## src/rtl/mem_request_arbiter.sv

```systemverilog
// mem_request_arbiter: responder end of the split I/D memory handshake.
// It serves fetch (i_mem_*) and data (d_mem_*) requests over one shared pmem port,
// with one transaction in flight at a time. Each completion returns a one-cycle
// x_mem_resp pulse.
//
// Ports:
//   clk, reset       clock and synchronous active-high reset
//   i_mem_*          fetch request (held until i_mem_resp), resp pulse and read data
//   d_mem_*          data read/write request (held until d_mem_resp), resp pulse and read data
//   pmem_*           physical port; strobes are held until pmem_resp, fields are latched at grant
//   i_grant_count, d_grant_count, conflict_count
//                    saturating performance counters, present only when MEM_ARB_PERF_EN is defined
//
// Parameters:
//   FAIR       1: a fetch that waited behind a data transaction is granted next; 0: strict D priority
//   PERF_WIDTH performance counter width
module mem_request_arbiter #(
  parameter bit          FAIR       = 1'b1,
  parameter int unsigned PERF_WIDTH = 16,
  localparam int unsigned WORD_W    = 16,
  localparam int unsigned MASK_W    = 2
) (
  input  logic              clk,
  input  logic              reset,
  input  logic              i_mem_read,
  input  logic [WORD_W-1:0] i_mem_address,
  output logic              i_mem_resp,
  output logic [WORD_W-1:0] i_mem_rdata,
  input  logic              d_mem_read,
  input  logic              d_mem_write,
  input  logic [WORD_W-1:0] d_mem_address,
  input  logic [WORD_W-1:0] d_mem_wdata,
  input  logic [MASK_W-1:0] d_mem_byte_enable,
  output logic              d_mem_resp,
  output logic [WORD_W-1:0] d_mem_rdata,
  output logic              pmem_read,
  output logic              pmem_write,
  output logic [WORD_W-1:0] pmem_address,
  output logic [WORD_W-1:0] pmem_wdata,
  output logic [MASK_W-1:0] pmem_byte_enable,
  input  logic              pmem_resp,
  input  logic [WORD_W-1:0] pmem_rdata
`ifdef MEM_ARB_PERF_EN
  ,
  output logic [PERF_WIDTH-1:0] i_grant_count,
  output logic [PERF_WIDTH-1:0] d_grant_count,
  output logic [PERF_WIDTH-1:0] conflict_count
`endif
);

  typedef enum logic [2:0] {
    ST_IDLE,
    ST_SERVE_I,
    ST_SERVE_D,
    ST_DONE_I,
    ST_DONE_D
  } state_t;

  state_t            state_q, state_d;
  logic              i_owed_q, i_owed_d;
  logic              we_q, we_d;
  logic [WORD_W-1:0] addr_d, wdata_d, rdata_q, rdata_d;
  logic [MASK_W-1:0] mask_d;
  logic              pmem_read_d, pmem_write_d, i_resp_d, d_resp_d;
  logic              d_req;

  // Empty check block that keeps PERF_WIDTH referenced when the counters are compiled out.
  if (PERF_WIDTH == 0) begin : g_perf_width_zero
  end

  // Read and write together behave as a write.
  assign d_req = d_mem_read | d_mem_write;

  // Both resp ports present the single read-data latch; each is only meaningful during its pulse.
  assign i_mem_rdata = rdata_q;
  assign d_mem_rdata = rdata_q;

  // Next state, grant latching and next registered outputs.
  always_comb begin
    state_d  = state_q;
    i_owed_d = i_owed_q;
    we_d     = we_q;
    addr_d   = pmem_address;
    wdata_d  = pmem_wdata;
    mask_d   = pmem_byte_enable;
    rdata_d  = rdata_q;

    case (state_q)
      ST_IDLE: begin
        // The i_mem_read term keeps a stale owed flag from starving D when no fetch is waiting.
        if (d_req && !(FAIR && i_owed_q && i_mem_read)) begin
          state_d = ST_SERVE_D;
          we_d    = d_mem_write;
          addr_d  = d_mem_address;
          wdata_d = d_mem_wdata;
          mask_d  = d_mem_write ? d_mem_byte_enable : {MASK_W{1'b1}};
          if (i_mem_read) i_owed_d = 1'b1;
        end else if (i_mem_read) begin
          state_d  = ST_SERVE_I;
          we_d     = 1'b0;
          addr_d   = i_mem_address;
          wdata_d  = '0;
          mask_d   = {MASK_W{1'b1}};
          i_owed_d = 1'b0;
        end
      end
      ST_SERVE_I: begin
        if (pmem_resp) begin
          rdata_d = pmem_rdata;
          state_d = ST_DONE_I;
        end
      end
      ST_SERVE_D: begin
        if (pmem_resp) begin
          rdata_d = pmem_rdata;
          state_d = ST_DONE_D;
        end
      end
      ST_DONE_I: state_d = ST_IDLE;
      ST_DONE_D: state_d = ST_IDLE;
      default:   state_d = ST_IDLE;
    endcase

    pmem_read_d  = (state_d == ST_SERVE_I) || ((state_d == ST_SERVE_D) && !we_d);
    pmem_write_d = (state_d == ST_SERVE_D) && we_d;
    i_resp_d     = (state_d == ST_DONE_I);
    d_resp_d     = (state_d == ST_DONE_D);
  end

  // State, latched transaction fields and registered outputs.
  always_ff @(posedge clk) begin
    if (reset) begin
      state_q          <= ST_IDLE;
      i_owed_q         <= 1'b0;
      we_q             <= 1'b0;
      rdata_q          <= '0;
      pmem_address     <= '0;
      pmem_wdata       <= '0;
      pmem_byte_enable <= '0;
      pmem_read        <= 1'b0;
      pmem_write       <= 1'b0;
      i_mem_resp       <= 1'b0;
      d_mem_resp       <= 1'b0;
    end else begin
      state_q          <= state_d;
      i_owed_q         <= i_owed_d;
      we_q             <= we_d;
      rdata_q          <= rdata_d;
      pmem_address     <= addr_d;
      pmem_wdata       <= wdata_d;
      pmem_byte_enable <= mask_d;
      pmem_read        <= pmem_read_d;
      pmem_write       <= pmem_write_d;
      i_mem_resp       <= i_resp_d;
      d_mem_resp       <= d_resp_d;
    end
  end

`ifdef MEM_ARB_PERF_EN
  logic i_grant_evt, d_grant_evt, conflict_evt;

  assign i_grant_evt  = (state_q == ST_IDLE) && (state_d == ST_SERVE_I);
  assign d_grant_evt  = (state_q == ST_IDLE) && (state_d == ST_SERVE_D);
  // A request counts as waiting in any cycle its own port is neither serving nor responding.
  assign conflict_evt = (i_mem_read && !((state_q == ST_SERVE_I) || (state_q == ST_DONE_I))) ||
                        (d_req && !((state_q == ST_SERVE_D) || (state_q == ST_DONE_D)));

  // Saturating event counters.
  always_ff @(posedge clk) begin
    if (reset) begin
      i_grant_count  <= '0;
      d_grant_count  <= '0;
      conflict_count <= '0;
    end else begin
      if (i_grant_evt && (i_grant_count != '1))
        i_grant_count <= i_grant_count + PERF_WIDTH'(1);
      if (d_grant_evt && (d_grant_count != '1))
        d_grant_count <= d_grant_count + PERF_WIDTH'(1);
      if (conflict_evt && (conflict_count != '1))
        conflict_count <= conflict_count + PERF_WIDTH'(1);
    end
  end
`endif

endmodule

```

## config.mk

```make
export PLATFORM = sky130hd
export DESIGN_NAME = mem_request_arbiter
export DESIGN_NICKNAME = d
export VERILOG_FILES = /design/src/rtl/mem_request_arbiter.sv
export SDC_FILE = /design/constraint.sdc
export NUM_CORES = 1
export LEC_CHECK = 0
export BUFFER_PORTS_ARGS = -buffer_cell sky130_fd_sc_hd__buf_2
export CAP_MARGIN = 20
export CORE_ASPECT_RATIO = 1.25
export CORE_MARGIN = 10
export CORE_UTILIZATION = 40
export CTS_CLUSTER_DIAMETER = 120
export CTS_CLUSTER_SIZE = 30
export DETAILED_ROUTE_END_ITERATION = 10
export MAX_ROUTING_LAYER = met4
export PLACE_DENSITY = 0.73
export SYNTH_ARGS = -nofsm -noshare
export SYNTH_HDL_FRONTEND = slang
export SYNTH_SLANG_ARGS = --single-unit
```

## constraint.sdc

```tcl
create_clock -name clk -period 1.8 [get_ports clk]
set_input_delay 0.09 -clock clk [delete_from_list [all_inputs] [get_ports clk]]
set_output_delay 0.09 -clock clk [all_outputs]
set_load 0.005 [all_outputs]
```

# Word-level counts from Yosys, hierarchy flattened
# Index checks and enable logic that the tools add are counted.
dict set report op_classes {
  n_eq_ne 6
  muxes 18
  bitwise_logic 1
  reduce_logical 13
}
# operator count
set ops {}
lappend ops {{16-bit 2-to-1 mux} 4}
lappend ops {{3-bit 2-to-1 mux} 4}
lappend ops {{3-bit by 2-bit equality test with 1-bit output, second input constant} 3}
lappend ops {{3-bit one-hot mux with 3 select lines} 1}
lappend ops {{3-bit by 1-bit equality test with 1-bit output, second input constant} 2}
lappend ops {{1-bit 2-to-1 mux} 6}
lappend ops {{2-bit 2-to-1 mux} 3}
lappend ops {{2-bit AND reduction} 3}
lappend ops {{1-bit logical AND} 4}
lappend ops {{3-bit equality test, second input constant} 1}
lappend ops {{3-bit logical NOT} 1}
lappend ops {{1-bit logical NOT} 2}
lappend ops {{2-bit nonzero test} 1}
lappend ops {{2-bit OR reduction} 1}
lappend ops {{1-bit logical OR} 1}
lappend ops {{1-bit bitwise OR} 1}
dict set report totals {
  regBits 59
  input_bits 72
  wordCells 49
}

# Depth between registers and ports, before layout
dict set report logic_depth {
  word_depth 8
  mapped_depth 6
  depth_no_buf 4
}

# Least setup slack after synthesis
# OpenSTA, ideal clock, no wires.
dict set report synth_timing {
  path_type {register -> register}
  start {reg state_q[1]}
  end {reg pmem_wdata[0]}
  arrival_ns 1.213
  path_slack_ns 0.454
  stages_incl_launch_ff 7
  period_less_slack_ns 1.346
  path_cell_list {dfxtp_1 nor3_2 o21a_1 buf_4 buf_6 mux2i_1 nor2_1}
}
dict set report synth_between {
  elab_chain_len 2
}
# item line
set synth_rtl {}
lappend synth_rtl {{start: declaration} 59} ;# state_t state_q, state_d;
lappend synth_rtl {{start signal: assignment} 145} ;# state_q <= state_d;
lappend synth_rtl {{3-bit logical NOT} 88} ;# case (state_q)
lappend synth_rtl {{2-bit AND reduction (no source line)} -}
lappend synth_rtl {{end signal: assignment} 150} ;# pmem_wdata <= wdata_d;
lappend synth_rtl {{end: declaration} 39} ;# output logic [WORD_W-1:0] pmem_wdata,
# No other way between the ends.
# A chain may end at the register's enable or synchronous reset.

# Worst setup path after layout
dict set report layout_timing {
  start {reg state_q[1]}
  end {reg pmem_wdata[14]}
}
# Same word-level chain as after synthesis.

==> impl_metrics.env <==
export IMPL_status="complete, no violations"
export IMPL_finalWeightedCongestion=0.762
export IMPL_synth_edff_count=0
export IMPL_syn_area_um2=2610
export IMPL_numCtsBuffers=9
export IMPL_max_cap_violations=0
export IMPL_boundaryPins=142
export IMPL_cts_sinks=59
export IMPL_layout_drive_gt1_share=0.453
export IMPL_grt_pass1_vias=2313
export IMPL_root_buffer="clkbuf_8"
export IMPL_track_usage=0.147
export IMPL_fillers=569
export IMPL_p_leak_nw=1.84
export IMPL_grt_overflow=0
export IMPL_fin_nets=467
export IMPL_cts_buffer_depth=2
export IMPL_syn_area_per_cell_um2=10.3
export IMPL_timing_hold_ws_ns=0.0265
export IMPL_wl_met2_um=3660
export IMPL_yosys_register_bits=59
export IMPL_worstSetupPathType="register to register"
export IMPL_async_flop_share=0
export IMPL_crit_fanout=20
export IMPL_final_setup_tns_ns=0
export IMPL_cpPeakStageDelay_ns=0.38
export IMPL_critical_path_startpoint="state_q[1]"
export IMPL_seq_area_frac_synth=0.452
export IMPL_min_path_cells=3
export IMPL_wl_met3_um=404
export IMPL_yosys_area_top_type="dfxtp_1"
export IMPL_syn_nets=326
export IMPL_wl_met1_um=3120
export IMPL_placedInstanceArea_um2=3250
export IMPL_vias=2261
export IMPL_yosysMostFrequentCell="dfxtp_1"
export IMPL_crit_family="flip-flops"
export IMPL_critical_path_endpoint="pmem_wdata[14]"
export IMPL_crit_chain="nor3_2 > o21a_2 > buf_4 > mux2i_1 > nor2_1"
export IMPL_critPathLaunchType="register"
export IMPL_layout_worst_path_cycle_share=0.838
export IMPL_power_mw=3.41
export IMPL_coreArea_um2=6250
export IMPL_max_slew_margin=0.611
export IMPL_synth_main_ff_cell="dfxtp_1"
export IMPL_slowest_stage="dfxtp_1"
export IMPL_die_area_um2=10200
export IMPL_synth_common_cells="59 x dfxtp_1, 55 x nor2_1, 50 x mux2i_1"
export IMPL_end_kind="register"
export IMPL_htreeDepth=3
export IMPL_crit_arrival_ns=1.72
export IMPL_drc=0
export IMPL_die_h_um=110
export IMPL_cts_tree="built"
export IMPL_stdcell_area_um2=3590
export IMPL_path_clk_slew_ns=0.06
export IMPL_final_period_minus_worst_setup_slack_ns=1.51
export IMPL_port_buffers=141
export IMPL_synth_warnings=0
export IMPL_clk_latency_ns=0.33
export IMPL_slew_viol_final=0
export IMPL_power_density_nw_per_um2=951
export IMPL_rsz0062_at_grt="no"
export IMPL_vias_per_cell=4.66
export IMPL_grt_pass1_wl_um=11400
export IMPL_top_layer="met4"
export IMPL_r2r_start="state_q[1]"
export IMPL_critPathBufInv=1
export IMPL_final_cells=485
export IMPL_fp_dieW_um=92.3
export IMPL_fmax_mhz=663
export IMPL_start_util=0.418
export IMPL_rows=32
export IMPL_wire_per_inst_um=15.1
export IMPL_dp_hpwl_um=5490
export IMPL_syn2layout_area_growth_pct=37.2
export IMPL_irDropWorstVdd_mv=0.474
export IMPL_yosys_top_cells_area="dfxtp_1 45%, mux2i_1 19%, nor2_1 7.9%, a211oi_2 7.7%, buf_4 5.2%"
export IMPL_fin_skew_ns=0.00485
export IMPL_cp_depth=5
export IMPL_reg2reg_depth=5
export IMPL_crit_required_ns=2.01
export IMPL_synth_distinct_cells=28
export IMPL_n_antenna_cell=0
export IMPL_dr_pass1_iters=4
export IMPL_placed_cells=453
export IMPL_final_hold_violation_count=0
export IMPL_synth_top_area_share=0.452
export IMPL_worst_r2r_setup_slack_ns=0.29
export IMPL_hold_path_class="input port to register"
export IMPL_first_iter_violations=76
export IMPL_antenna_found_initial=0
export IMPL_setup_viol=0
export IMPL_worst_pin_slew_ns=0.583
export IMPL_syn_inst=254
export IMPL_drt_wl_total_um=7310
export IMPL_rr_endpoint="pmem_wdata[14]"
export IMPL_grt_max_degree=32
export IMPL_final_antenna_net_count=0
flip-flops by register name (all words and copies together) (netlist names):
| register | count |
|---|---|
| pmem_write | 1 |
| d_mem_rdata | 16 |
| d_mem_resp | 1 |
| pmem_byte_enable | 2 |
| pmem_address | 16 |
| we_q | 1 |
| pmem_wdata | 16 |
| i_owed_q | 1 |
| i_mem_resp | 1 |
| state_q | 3 |
| pmem_read | 1 |
metal layers:
layer	vias to the layer above	global-route usage
met5	-	-
met4	0	0.0784
met3	9	0.0453
met2	98	0.237
met1	1029	0.160
li1	1125	-
layout by cell type (no fill, tap or decap), types with 2 or more instances in the layout:
cell type / count
a211oi_2: 16
and2_1: 17
and3_1: 2
buf_2: 141
buf_4: 5
clkbuf_1: 3
clkbuf_8: 11
clkinv_2: 2
dfxtp_1: 59
dlygate4sd3_1: 16
inv_1: 2
mux2i_1: 50
nand2_1: 2
nor2_1: 55
nor2b_1: 3
o22ai_1: 2
metrics by stage:
step / util / worst slack (ns)
6_report: 0.574 / 0.292
4_1_cts: 0.574 / 0.292
5_1_grt: 0.574 / 0.166
2_1_floorplan: - / 0.454
3_5_place_dp: 0.521 / 0.302
3_3_place_gp: 0.521 / 0.344
tightest hold or removal path, stage by stage:
cell	delay, ns
buf_2	0.10
o22ai_1	0.06
nor2_1	0.08
power by group:
group | switching [mW] | leakage, nW | internal (mW)
clock network | 0.483 | 0.0905 | 0.572
logic | 0.407 | 1.27 | 0.425
registers | 0.0790 | 0.485 | 1.45
how the worst min path moves through the flow:
stage / start / end / slack, ns
2_1_floorplan: d_mem_byte_enable[0] / pmem_byte_enable[0] / 0.23
3_3_place_gp: pmem_rdata[13] / d_mem_rdata[13] / 0.32
3_5_place_dp: pmem_rdata[7] / d_mem_rdata[7] / 0.34
4_1_cts: d_mem_byte_enable[0] / pmem_byte_enable[0] / 0.02
5_1_grt: d_mem_byte_enable[0] / pmem_byte_enable[0] / 0.02
6_report: d_mem_byte_enable[0] / pmem_byte_enable[0] / 0.03
cell type report:
| class | count | area, um^2 | area share |
|---|---|---|---|
| Clock buffer | 14 | 163 | 0.0454 |
| Tap cell | 85 | 106 | 0.0297 |
| Inverter | 2 | 7.51 | 0.00209 |
| Sequential cell | 59 | 1180 | 0.329 |
| Clock inverter | 2 | 10.0 | 0.00279 |
| Multi-Input combinational cell | 160 | 1190 | 0.333 |
| Timing Repair Buffer | 163 | 923 | 0.258 |
cell families after synthesis:
kind of cell,count (synthesis),share of synthesized area
compound gates,24,0.104
simple gates,85,0.153
mux,50,0.191
xor+xnor,1,0.00335
flops,59,0.452
buf+inv,35,0.0957
what timing repair did:
| item | CTS | global route |
|---|---|---|
| setup buffers | 0 | 0 |
| endpoints found under the hold margin | 16 | 0 |
| gates resized for setup | 0 | 0 |
| hold buffers | 16 | 0 |
| setup endpoints to repair | 0 | 0 |
Power figures use the tool's default switching activity.
